==> src/rtl/cmd_pkg.sv <==
// Shared definitions for the command-frame controller: command bytes,
// FSM state encoding and ALU function codes.
package cmd_pkg;

   // Frame header bytes
   localparam logic [7:0] CMD_WR      = 8'hAA;
   localparam logic [7:0] CMD_RD      = 8'hBB;
   localparam logic [7:0] CMD_ALU     = 8'hCC;
   localparam logic [7:0] CMD_ALU_NOP = 8'hDD;

   // Byte-collect states first, then execute states
   typedef enum logic [3:0] {
      ST_IDLE,
      ST_W_ADDR,
      ST_W_DATA,
      ST_R_ADDR,
      ST_A_OPA,
      ST_A_OPB,
      ST_A_FUNC,
      ST_D_FUNC,
      ST_RD_A,
      ST_RD_B,
      ST_ALU_RUN,
      ST_R_WAIT,
      ST_TX_RD,
      ST_TX_LSB,
      ST_TX_MSB
   } state_t;

   // ALU function codes carried in the low nibble of the func byte
   typedef enum logic [3:0] {
      ALU_ADD = 4'd0,
      ALU_SUB = 4'd1,
      ALU_AND = 4'd2,
      ALU_OR  = 4'd3,
      ALU_XOR = 4'd4,
      ALU_MUL = 4'd5
   } alu_func_t;

endpackage

==> src/rtl/cmd_frame_ctrl_if.sv <==
// Bundle of the RX, register-file, ALU and TX signals around the
// command-frame controller. master = controller side, slave = peripherals.
interface cmd_frame_ctrl_if #(
   parameter int ADDR_W = 4,
   parameter int DATA_W = 8
);
   logic [DATA_W-1:0]   rx_data;
   logic                rx_valid;

   logic [ADDR_W-1:0]   rf_addr;
   logic                rf_wr_en;
   logic [DATA_W-1:0]   rf_wr_data;
   logic                rf_rd_en;
   logic [DATA_W-1:0]   rf_rd_data;
   logic                rf_rd_valid;

   logic [DATA_W-1:0]   alu_a;
   logic [DATA_W-1:0]   alu_b;
   logic [3:0]          alu_func;
   logic                alu_en;
   logic [2*DATA_W-1:0] alu_out;
   logic                alu_valid;

   logic [DATA_W-1:0]   tx_data;
   logic                tx_valid;
   logic                tx_ready;

   logic                busy;

   modport master (
      input  rx_data, rx_valid, rf_rd_data, rf_rd_valid, alu_out, alu_valid, tx_ready,
      output rf_addr, rf_wr_en, rf_wr_data, rf_rd_en, alu_a, alu_b, alu_func, alu_en,
             tx_data, tx_valid, busy
   );

   modport slave (
      output rx_data, rx_valid, rf_rd_data, rf_rd_valid, alu_out, alu_valid, tx_ready,
      input  rf_addr, rf_wr_en, rf_wr_data, rf_rd_en, alu_a, alu_b, alu_func, alu_en,
             tx_data, tx_valid, busy
   );
endinterface

==> src/rtl/cmd_frame_ctrl.sv <==
// Command-frame controller: parses 0xAA/0xBB/0xCC/0xDD frames from the RX
// byte stream, sequences register-file reads/writes and one ALU operation,
// and offers response bytes to the TX path. Every output is a register.
module cmd_frame_ctrl
   import cmd_pkg::*;
#(
   parameter int ADDR_W = 4,
   parameter int DATA_W = 8
) (
   input  logic             ref_clk,
   input  logic             rst,
   cmd_frame_ctrl_if.master bus
);

   state_t              state_reg;
   logic [ADDR_W-1:0]   addr_a_reg;   // write address or ALU operand A address
   logic [ADDR_W-1:0]   addr_b_reg;   // ALU operand B address
   logic [DATA_W-1:0]   msb_reg;      // upper half of the ALU result, sent second

   // Frame FSM with all outputs registered; strobes default low each cycle
   always_ff @(posedge ref_clk) begin
      if (rst) begin
         state_reg       <= ST_IDLE;
         addr_a_reg      <= '0;
         addr_b_reg      <= '0;
         msb_reg         <= '0;
         bus.rf_addr     <= '0;
         bus.rf_wr_en    <= 1'b0;
         bus.rf_wr_data  <= '0;
         bus.rf_rd_en    <= 1'b0;
         bus.alu_a       <= '0;
         bus.alu_b       <= '0;
         bus.alu_func    <= '0;
         bus.alu_en      <= 1'b0;
         bus.tx_data     <= '0;
         bus.tx_valid    <= 1'b0;
         bus.busy        <= 1'b0;
      end else begin
         bus.rf_wr_en <= 1'b0;
         bus.rf_rd_en <= 1'b0;
         bus.alu_en   <= 1'b0;

         case (state_reg)
            ST_IDLE: begin
               if (bus.rx_valid) begin
                  case (bus.rx_data)
                     CMD_WR:      state_reg <= ST_W_ADDR;
                     CMD_RD:      state_reg <= ST_R_ADDR;
                     CMD_ALU:     state_reg <= ST_A_OPA;
                     CMD_ALU_NOP: state_reg <= ST_D_FUNC;
                     default:     state_reg <= ST_IDLE;   // unknown header dropped
                  endcase
               end
            end

            ST_W_ADDR: begin
               if (bus.rx_valid) begin
                  addr_a_reg <= bus.rx_data[ADDR_W-1:0];
                  state_reg  <= ST_W_DATA;
               end
            end

            ST_W_DATA: begin
               if (bus.rx_valid) begin
                  bus.rf_addr    <= addr_a_reg;
                  bus.rf_wr_data <= bus.rx_data;
                  bus.rf_wr_en   <= 1'b1;
                  state_reg      <= ST_IDLE;
               end
            end

            ST_R_ADDR: begin
               if (bus.rx_valid) begin
                  bus.rf_addr  <= bus.rx_data[ADDR_W-1:0];
                  bus.rf_rd_en <= 1'b1;
                  bus.busy     <= 1'b1;
                  state_reg    <= ST_R_WAIT;
               end
            end

            ST_A_OPA: begin
               if (bus.rx_valid) begin
                  addr_a_reg <= bus.rx_data[ADDR_W-1:0];
                  state_reg  <= ST_A_OPB;
               end
            end

            ST_A_OPB: begin
               if (bus.rx_valid) begin
                  addr_b_reg <= bus.rx_data[ADDR_W-1:0];
                  state_reg  <= ST_A_FUNC;
               end
            end

            // Func byte arrives: issue the operand-A read straight away
            ST_A_FUNC: begin
               if (bus.rx_valid) begin
                  bus.alu_func <= bus.rx_data[3:0];
                  bus.rf_addr  <= addr_a_reg;
                  bus.rf_rd_en <= 1'b1;
                  bus.busy     <= 1'b1;
                  state_reg    <= ST_RD_A;
               end
            end

            // Short form: operands are fixed to reg0 and reg1
            ST_D_FUNC: begin
               if (bus.rx_valid) begin
                  bus.alu_func <= bus.rx_data[3:0];
                  addr_b_reg   <= ADDR_W'(1);
                  bus.rf_addr  <= '0;
                  bus.rf_rd_en <= 1'b1;
                  bus.busy     <= 1'b1;
                  state_reg    <= ST_RD_A;
               end
            end

            ST_RD_A: begin
               if (bus.rf_rd_valid) begin
                  bus.alu_a    <= bus.rf_rd_data;
                  bus.rf_addr  <= addr_b_reg;
                  bus.rf_rd_en <= 1'b1;
                  state_reg    <= ST_RD_B;
               end
            end

            ST_RD_B: begin
               if (bus.rf_rd_valid) begin
                  bus.alu_b  <= bus.rf_rd_data;
                  bus.alu_en <= 1'b1;
                  state_reg  <= ST_ALU_RUN;
               end
            end

            ST_ALU_RUN: begin
               if (bus.alu_valid) begin
                  bus.tx_data  <= bus.alu_out[DATA_W-1:0];
                  msb_reg      <= bus.alu_out[2*DATA_W-1:DATA_W];
                  bus.tx_valid <= 1'b1;
                  state_reg    <= ST_TX_LSB;
               end
            end

            ST_R_WAIT: begin
               if (bus.rf_rd_valid) begin
                  bus.tx_data  <= bus.rf_rd_data;
                  bus.tx_valid <= 1'b1;
                  state_reg    <= ST_TX_RD;
               end
            end

            // LSB accepted: keep tx_valid high and swap in the MSB
            ST_TX_LSB: begin
               if (bus.tx_ready) begin
                  bus.tx_data <= msb_reg;
                  state_reg   <= ST_TX_MSB;
               end
            end

            ST_TX_RD, ST_TX_MSB: begin
               if (bus.tx_ready) begin
                  bus.tx_valid <= 1'b0;
                  bus.busy     <= 1'b0;
                  state_reg    <= ST_IDLE;
               end
            end

            default: begin
               bus.tx_valid <= 1'b0;
               bus.busy     <= 1'b0;
               state_reg    <= ST_IDLE;
            end
         endcase
      end
   end

endmodule

==> src/flat_wrapper.sv <==
// flat-port wrapper written by rule: the top's interface ports become plain ports
module cmd_frame_ctrl_flat import cmd_pkg::*;
#(
   parameter int ADDR_W = 4,
   parameter int DATA_W = 8
)
  (ref_clk, rst, bus_rx_data, bus_rx_valid, bus_rf_rd_data, bus_rf_rd_valid, bus_alu_out, bus_alu_valid, bus_tx_ready, bus_rf_addr, bus_rf_wr_en, bus_rf_wr_data, bus_rf_rd_en, bus_alu_a, bus_alu_b, bus_alu_func, bus_alu_en, bus_tx_data, bus_tx_valid, bus_busy);
  cmd_frame_ctrl_if #(.ADDR_W(ADDR_W), .DATA_W(DATA_W)) bus_i ();
  input  logic ref_clk;
  input  logic rst;
  input wire logic [$bits(bus_i.rx_data)-1:0] bus_rx_data;
  input wire logic [$bits(bus_i.rx_valid)-1:0] bus_rx_valid;
  input wire logic [$bits(bus_i.rf_rd_data)-1:0] bus_rf_rd_data;
  input wire logic [$bits(bus_i.rf_rd_valid)-1:0] bus_rf_rd_valid;
  input wire logic [$bits(bus_i.alu_out)-1:0] bus_alu_out;
  input wire logic [$bits(bus_i.alu_valid)-1:0] bus_alu_valid;
  input wire logic [$bits(bus_i.tx_ready)-1:0] bus_tx_ready;
  output wire logic [$bits(bus_i.rf_addr)-1:0] bus_rf_addr;
  output wire logic [$bits(bus_i.rf_wr_en)-1:0] bus_rf_wr_en;
  output wire logic [$bits(bus_i.rf_wr_data)-1:0] bus_rf_wr_data;
  output wire logic [$bits(bus_i.rf_rd_en)-1:0] bus_rf_rd_en;
  output wire logic [$bits(bus_i.alu_a)-1:0] bus_alu_a;
  output wire logic [$bits(bus_i.alu_b)-1:0] bus_alu_b;
  output wire logic [$bits(bus_i.alu_func)-1:0] bus_alu_func;
  output wire logic [$bits(bus_i.alu_en)-1:0] bus_alu_en;
  output wire logic [$bits(bus_i.tx_data)-1:0] bus_tx_data;
  output wire logic [$bits(bus_i.tx_valid)-1:0] bus_tx_valid;
  output wire logic [$bits(bus_i.busy)-1:0] bus_busy;
  assign bus_i.rx_data = bus_rx_data;
  assign bus_i.rx_valid = bus_rx_valid;
  assign bus_i.rf_rd_data = bus_rf_rd_data;
  assign bus_i.rf_rd_valid = bus_rf_rd_valid;
  assign bus_i.alu_out = bus_alu_out;
  assign bus_i.alu_valid = bus_alu_valid;
  assign bus_i.tx_ready = bus_tx_ready;
  assign bus_rf_addr = bus_i.rf_addr;
  assign bus_rf_wr_en = bus_i.rf_wr_en;
  assign bus_rf_wr_data = bus_i.rf_wr_data;
  assign bus_rf_rd_en = bus_i.rf_rd_en;
  assign bus_alu_a = bus_i.alu_a;
  assign bus_alu_b = bus_i.alu_b;
  assign bus_alu_func = bus_i.alu_func;
  assign bus_alu_en = bus_i.alu_en;
  assign bus_tx_data = bus_i.tx_data;
  assign bus_tx_valid = bus_i.tx_valid;
  assign bus_busy = bus_i.busy;
  cmd_frame_ctrl #(.ADDR_W(ADDR_W), .DATA_W(DATA_W)) u_core (.ref_clk(ref_clk), .rst(rst), .bus(bus_i));
endmodule
==> config.mk <==
export PLATFORM = sky130hd
export DESIGN_NAME = cmd_frame_ctrl_flat
export DESIGN_NICKNAME = d
export VERILOG_FILES = /design/src/rtl/cmd_pkg.sv /design/src/rtl/cmd_frame_ctrl_if.sv /design/src/rtl/cmd_frame_ctrl.sv /design/src/flat_wrapper.sv
export SDC_FILE = /design/constraint.sdc
export NUM_CORES = 1
export LEC_CHECK = 0
export CORE_MARGIN = 4
export CORE_UTILIZATION = 25
export DETAILED_ROUTE_END_ITERATION = 10
export PLACE_DENSITY = 0.5
export SLEW_MARGIN = 10
export SYNTH_ARGS = -nofsm -noshare
export SYNTH_HDL_FRONTEND = slang
export SYNTH_SLANG_ARGS = --single-unit
==> constraint.sdc <==
create_clock -name ref_clk -period 2.36 [get_ports ref_clk]
set_clock_uncertainty 0.15 [all_clocks]
set_input_delay 0.59 -clock ref_clk [delete_from_list [all_inputs] [get_ports ref_clk]]
set_output_delay 0.59 -clock ref_clk [all_outputs]
set_load 0.1 [all_outputs]
* Word-level counts from Yosys, hierarchy flattened
Cells that the tools add are included.
Storage, ports and cells: register bits after elaboration 65, input port bits 38, word-level logic and storage cells 112
Operators by class: equality and inequality tests 34, mux-type cells 34, bitwise logic cells 4, reductions and logical operators 25
Operators by type and width (count):
- 4-bit 2-to-1 mux | 17
- 4-bit case mux with 13 select lines | 1
- 8-bit equality test, second input constant | 4
- 4-bit equality test, second input constant | 7
- 2-bit inequality test, second input constant | 13
- 8-bit 2-to-1 mux | 3
- 8-bit case mux with 3 select lines | 1
- 4-bit by 3-bit equality test with 1-bit output, second input constant | 4
- 4-bit case mux with 4 select lines | 1
- 13-bit AND reduction | 1
- 3-bit case mux with 4 select lines | 1
- 2-bit AND reduction | 6
- 2-bit OR reduction | 6
- 11-bit OR reduction | 1
- 10-bit OR reduction | 1
- 4-bit by 2-bit equality test with 1-bit output, second input constant | 2
- 4-bit case mux with 2 select lines | 1
- 4-bit AND reduction | 2
- 1-bit 2-to-1 mux | 6
- 2-bit by 1-bit inequality test with 1-bit output, second input constant | 3
- 3-bit AND reduction | 2
- 5-bit AND reduction | 1
- 4-bit by 1-bit equality test with 1-bit output, second input constant | 1
- 4-bit zero test | 1
- other kinds (8) | 11

* Longest topological paths before layout
depth after elaboration 4, mapped depth 8, gate-level depth less buffers 4

* Worst setup path before layout
No wires, ideal clock.
path type input -> register, start input port bus_rx_data[1], end register u_core.state_reg[1], setup time 0.091 ns, data arrival time 1.739 ns, data required time 2.119 ns, setup slack 0.380 ns, cell stages on the path 4, buffers on the path 0, cells stage by stage or4bb_1 -> a2111oi_2 -> a21oi_1 -> a311oi_1
On the way: longest elaborated chain between the ends 4, elaborated cells on any way between the ends 7, classes of those cells eq/ne (4); mux (3)
Ends and longest elaborated chain:
- start, declared | RTL line flat_wrapper.sv:11 | input wire logic [$bits(bus_i.rx_data)-1:0] bus_rx_data;
- 8-bit equality test | RTL line cmd_frame_ctrl.sv:46 | case (bus.rx_data)
- 3-bit case mux with 4 select lines * | RTL line cmd_frame_ctrl.sv:46
- 4-bit 2-to-1 mux * | RTL line cmd_frame_ctrl.sv:45 | if (bus.rx_valid) begin
- 4-bit case mux with 13 select lines * | RTL line cmd_frame_ctrl.sv:43 | case (state_reg)
- end signal, assigned | RTL line cmd_frame_ctrl.sv:47 | CMD_WR: state_reg <= ST_W_ADDR;
- end signal, assigned | RTL line cmd_frame_ctrl.sv:48 | CMD_RD: state_reg <= ST_R_ADDR;
- end signal, assigned | RTL line cmd_frame_ctrl.sv:49 | CMD_ALU: state_reg <= ST_A_OPA;
- end, declared | RTL line cmd_frame_ctrl.sv:15 | state_t state_reg;
Mark *: on every way between the ends. The rest lies on a longest branch, timed or not. The select of a mux whose other input is x is not followed. A chain may end at the register's enable or synchronous reset.

* Worst setup path in the final report
start input port bus_rx_data[6], end register u_core.state_reg[1]
The elaborated chain is that of the path after synthesis.

==> run metrics <==
status finished clean; GP Congestion about 0.72; Hold Path Class reg -> reg; hold-critical path endpoint u_core.bus.rf_wr_data[0]$_SDFFE_PP0P_; CP Data Arrival Time between 2 and 2.5 ns; Synth Area in Compound Gates 0.1979; Port-buffer cells 82; Async S/R FF share, synth 0; Post-Synth Adder-Cell Area 0; Final Max Slew Viols 0; clk root buf clkbuf_16; Yosys reg bits 65; Final Power ~3100 uW; utilization after layout 0.3644; dpl hpwl approximately 6300 um; Hold Path Stages 2; synth warn 0; TNS Setup 0 ns; gr ovfl total 0; worst-margin pin slew about 0.51 ns; Post-Syn Nets between 300 and 400; Die X ~120 um; slowest CP cell or4bb_4; Hold Buf Count CTS 0; Starting Density 0.2603; area grow syn2layout 40.02%; register area share after synthesis 0.4287; final non-filler cell total between 500 and 600; clock tree buffer depth 2; crit start category input port; Slew HR 0.6534; largest net degree at the start of global routing 66; most frequent cells in the layout 66 x buf_4, 64 x dfxtp_1, 62 x nor2_1, 41 x mux2i_1, 36 x clkdlybuf4s50_1; required time of the worst setup path 2.44 ns; remaining antenna violation count 0; Slowest Stage Delay on Critical Path 0.58 ns; # IOs slightly above 80; CP delay by family, top compound AO/OA/AOI/OAI gates; LEAKAGE 0.001855 uW; R2R Path End u_core.bus.tx_data[3]$_SDFFE_PP0P_; Max VDD drop about 270 uV; simple-gate portion of the synthesized area 0.1739; total core area 0.01166 mm^2; CTS tree yes; residual DRC count 0; total track usage 0.1273; Setup-failing EPs final 0; EDFF count, synth 0; H-Tree Level Count 3; Post-Synth XOR/XNOR Area 0.002885; post-synthesis mux area share 0.1352; # rows 39; initial antenna violation count 0; fill cell count around 1,200; clk_lat worst skew between 0.3 and 0.4 ns; n_diodes 0; die height roughly 120 um; Multi-input gate area about 0.0016 mm^2; synthesized netlist cell count about 320; routed vias 2,640; period utilisation layout 0.9453; Hold WS roughly 0.34 ns; CTS clock-pin slew for the worst setup and hold paths 0.05 ns; main combinational cell family by area after synthesis compound AO/OA/AOI/OAI gates; Die Area 0.01397 mm^2; Period minus WS final 2.231 ns; worst setup path class in -> reg; DR iter-0 viols about 150; DP Cell Count between 500 and 600; Critical Path Sink Type register; share of post-route cells with drive strength above 1 0.2380; first-pass GRT wire length between 10,000 and 15,000 um; ys flop type dfxtp_1; cell chain of the critical path clkdlybuf4s50_1, or4bb_4, a2111oi_2, a21oi_1, a311oi_1; RSZ-0062 raised after global routing false; TritonCTS Buffers 9; DR pass1 iterations 4; Buf/Inv on CP 1; number of global-route vias before repair around 2,700; syn avg cell area 9.398 um^2; final hold violation count 0; R2R setup slack about 0.31 ns; detailed-route wire length just under 9000 um; maximum fanout along the worst path 3; Max Cap Viol 0; Register-to-Register Path Depth 5; Fmax between 0.4 and 0.5 GHz; Avg WL per Cell about 16 um; Min-Delay Startpoint u_core.bus.rf_wr_data[0]$_SDFFE_PP0P_; Vias/cell 4.723; PD cells between 700 and 800 mW/mm^2; FF/Latch Area between 0.001 and 0.0015 mm^2; Worst R2R Start u_core.state_reg[2]$_SDFFE_PP0P_; final layout net count 450; Yosys cell types 45; Post-Synthesis Cell Area roughly 0.003 mm^2; CTS sink cnt 65; commonest non-fill, non-tap cell in the layout buf_4
[synth_stat cells, drive strengths merged (2+ instances only)]
library cell	instances	share of area
inv	3	0.0037
nor3b	8	0.020
a211oi	5	0.012
and3	2	0.0041
nor2	62	0.077
a311oi	13	0.054
a22oi	3	0.0074
mux2i	41	0.14
a31oi	2	0.0041
clkbuf	12	0.015
dfxtp	65	0.43
a21oi	27	0.045
buf	16	0.043
o21a	4	0.0099
a22o	8	0.023
or4bb	2	0.0074
o21ai	7	0.012
nand3	8	0.013
nand2	7	0.0087
nand4b	2	0.0058
nor2b	4	0.0082
and4b	3	0.0099
or2	2	0.0041
[per-stage QoR]
| step | cell area, um^2 | setup WS [ns] |
|---|---|---|
| after global routing | 4250 | 0.0007294 |
| after floorplan | 3035 | 0.3802 |
| after CTS | 4243 | 0.1258 |
| final | 4250 | 0.1292 |
| after global placement | 3960 | -0.1892 |
| after detailed placement | 3960 | -0.2129 |
[timing repair]
action                     CTS  global route
gates resized for setup      0             3
buffers inserted             0             0
setup endpoints to repair    0            11
[cell type report]
| class | count | share of cell area |
|---|---|---|
| Inverter | 3 | 0.002649 |
| Clock inverter | 2 | 0.002944 |
| Multi-Input combinational cell | 227 | 0.3656 |
| Clock buffer | 13 | 0.06359 |
| Sequential cell | 65 | 0.3064 |
| Timing Repair Buffer | 106 | 0.2167 |
| Tap cell | 143 | 0.04210 |
[per-layer routing]
metal | vias to the layer above | wire length, um | GRT usage
met5 | - | 0 | 0
met4 | 0 | 190 | 0.05788
met3 | 10 | 228 | 0.02770
met2 | 44 | 4067 | 0.1976
met1 | 1236 | 4266 | 0.1692
li1 | 1350 | - | -
[cells by family (layout without fill, tap and decap cells)]
| logic type | after synthesis | in the layout |
|---|---|---|
| AOI/OAI and AO/OA | 79 | 79 |
| and+or+nand+nor | 106 | 106 |
| xor gates and xnor gates | 1 | 1 |
| DFF | 65 | 65 |
| buffers and inverters | 31 | 124 |
| muxes | 41 | 41 |
[worst register-to-register path, cell delays in order, from the launching register on]
cell and delay (ns):
dfxtp_1 0.51, and4b_1 0.26, buf_4 0.17, nor2_1 0.41, a21oi_1 0.19, a311oi_2 0.28
[power breakdown]
group	switching (uW)	internal [uW]	total (uW)
logic	415	225	640
registers	46.0	1140	1190
clock network	465	789	1250
total	926	2160	3080
[how the worst max path moves through the flow]
stage,start,end,depth (start not counted)
5_1_grt,bus_rx_data[6],u_core.state_reg[1]$_SDFFE_PP0P_,5
6_report,bus_rx_data[6],u_core.state_reg[1]$_SDFFE_PP0P_,5
2_1_floorplan,bus_rx_data[1],u_core.state_reg[1]$_SDFFE_PP0P_,4
4_1_cts,bus_rx_data[6],u_core.state_reg[1]$_SDFFE_PP0P_,5
3_3_place_gp,bus_rx_data[6],u_core.state_reg[1]$_SDFFE_PP0P_,5
3_5_place_dp,bus_rx_data[6],u_core.state_reg[1]$_SDFFE_PP0P_,5
Power figures use the tool's default switching activity.
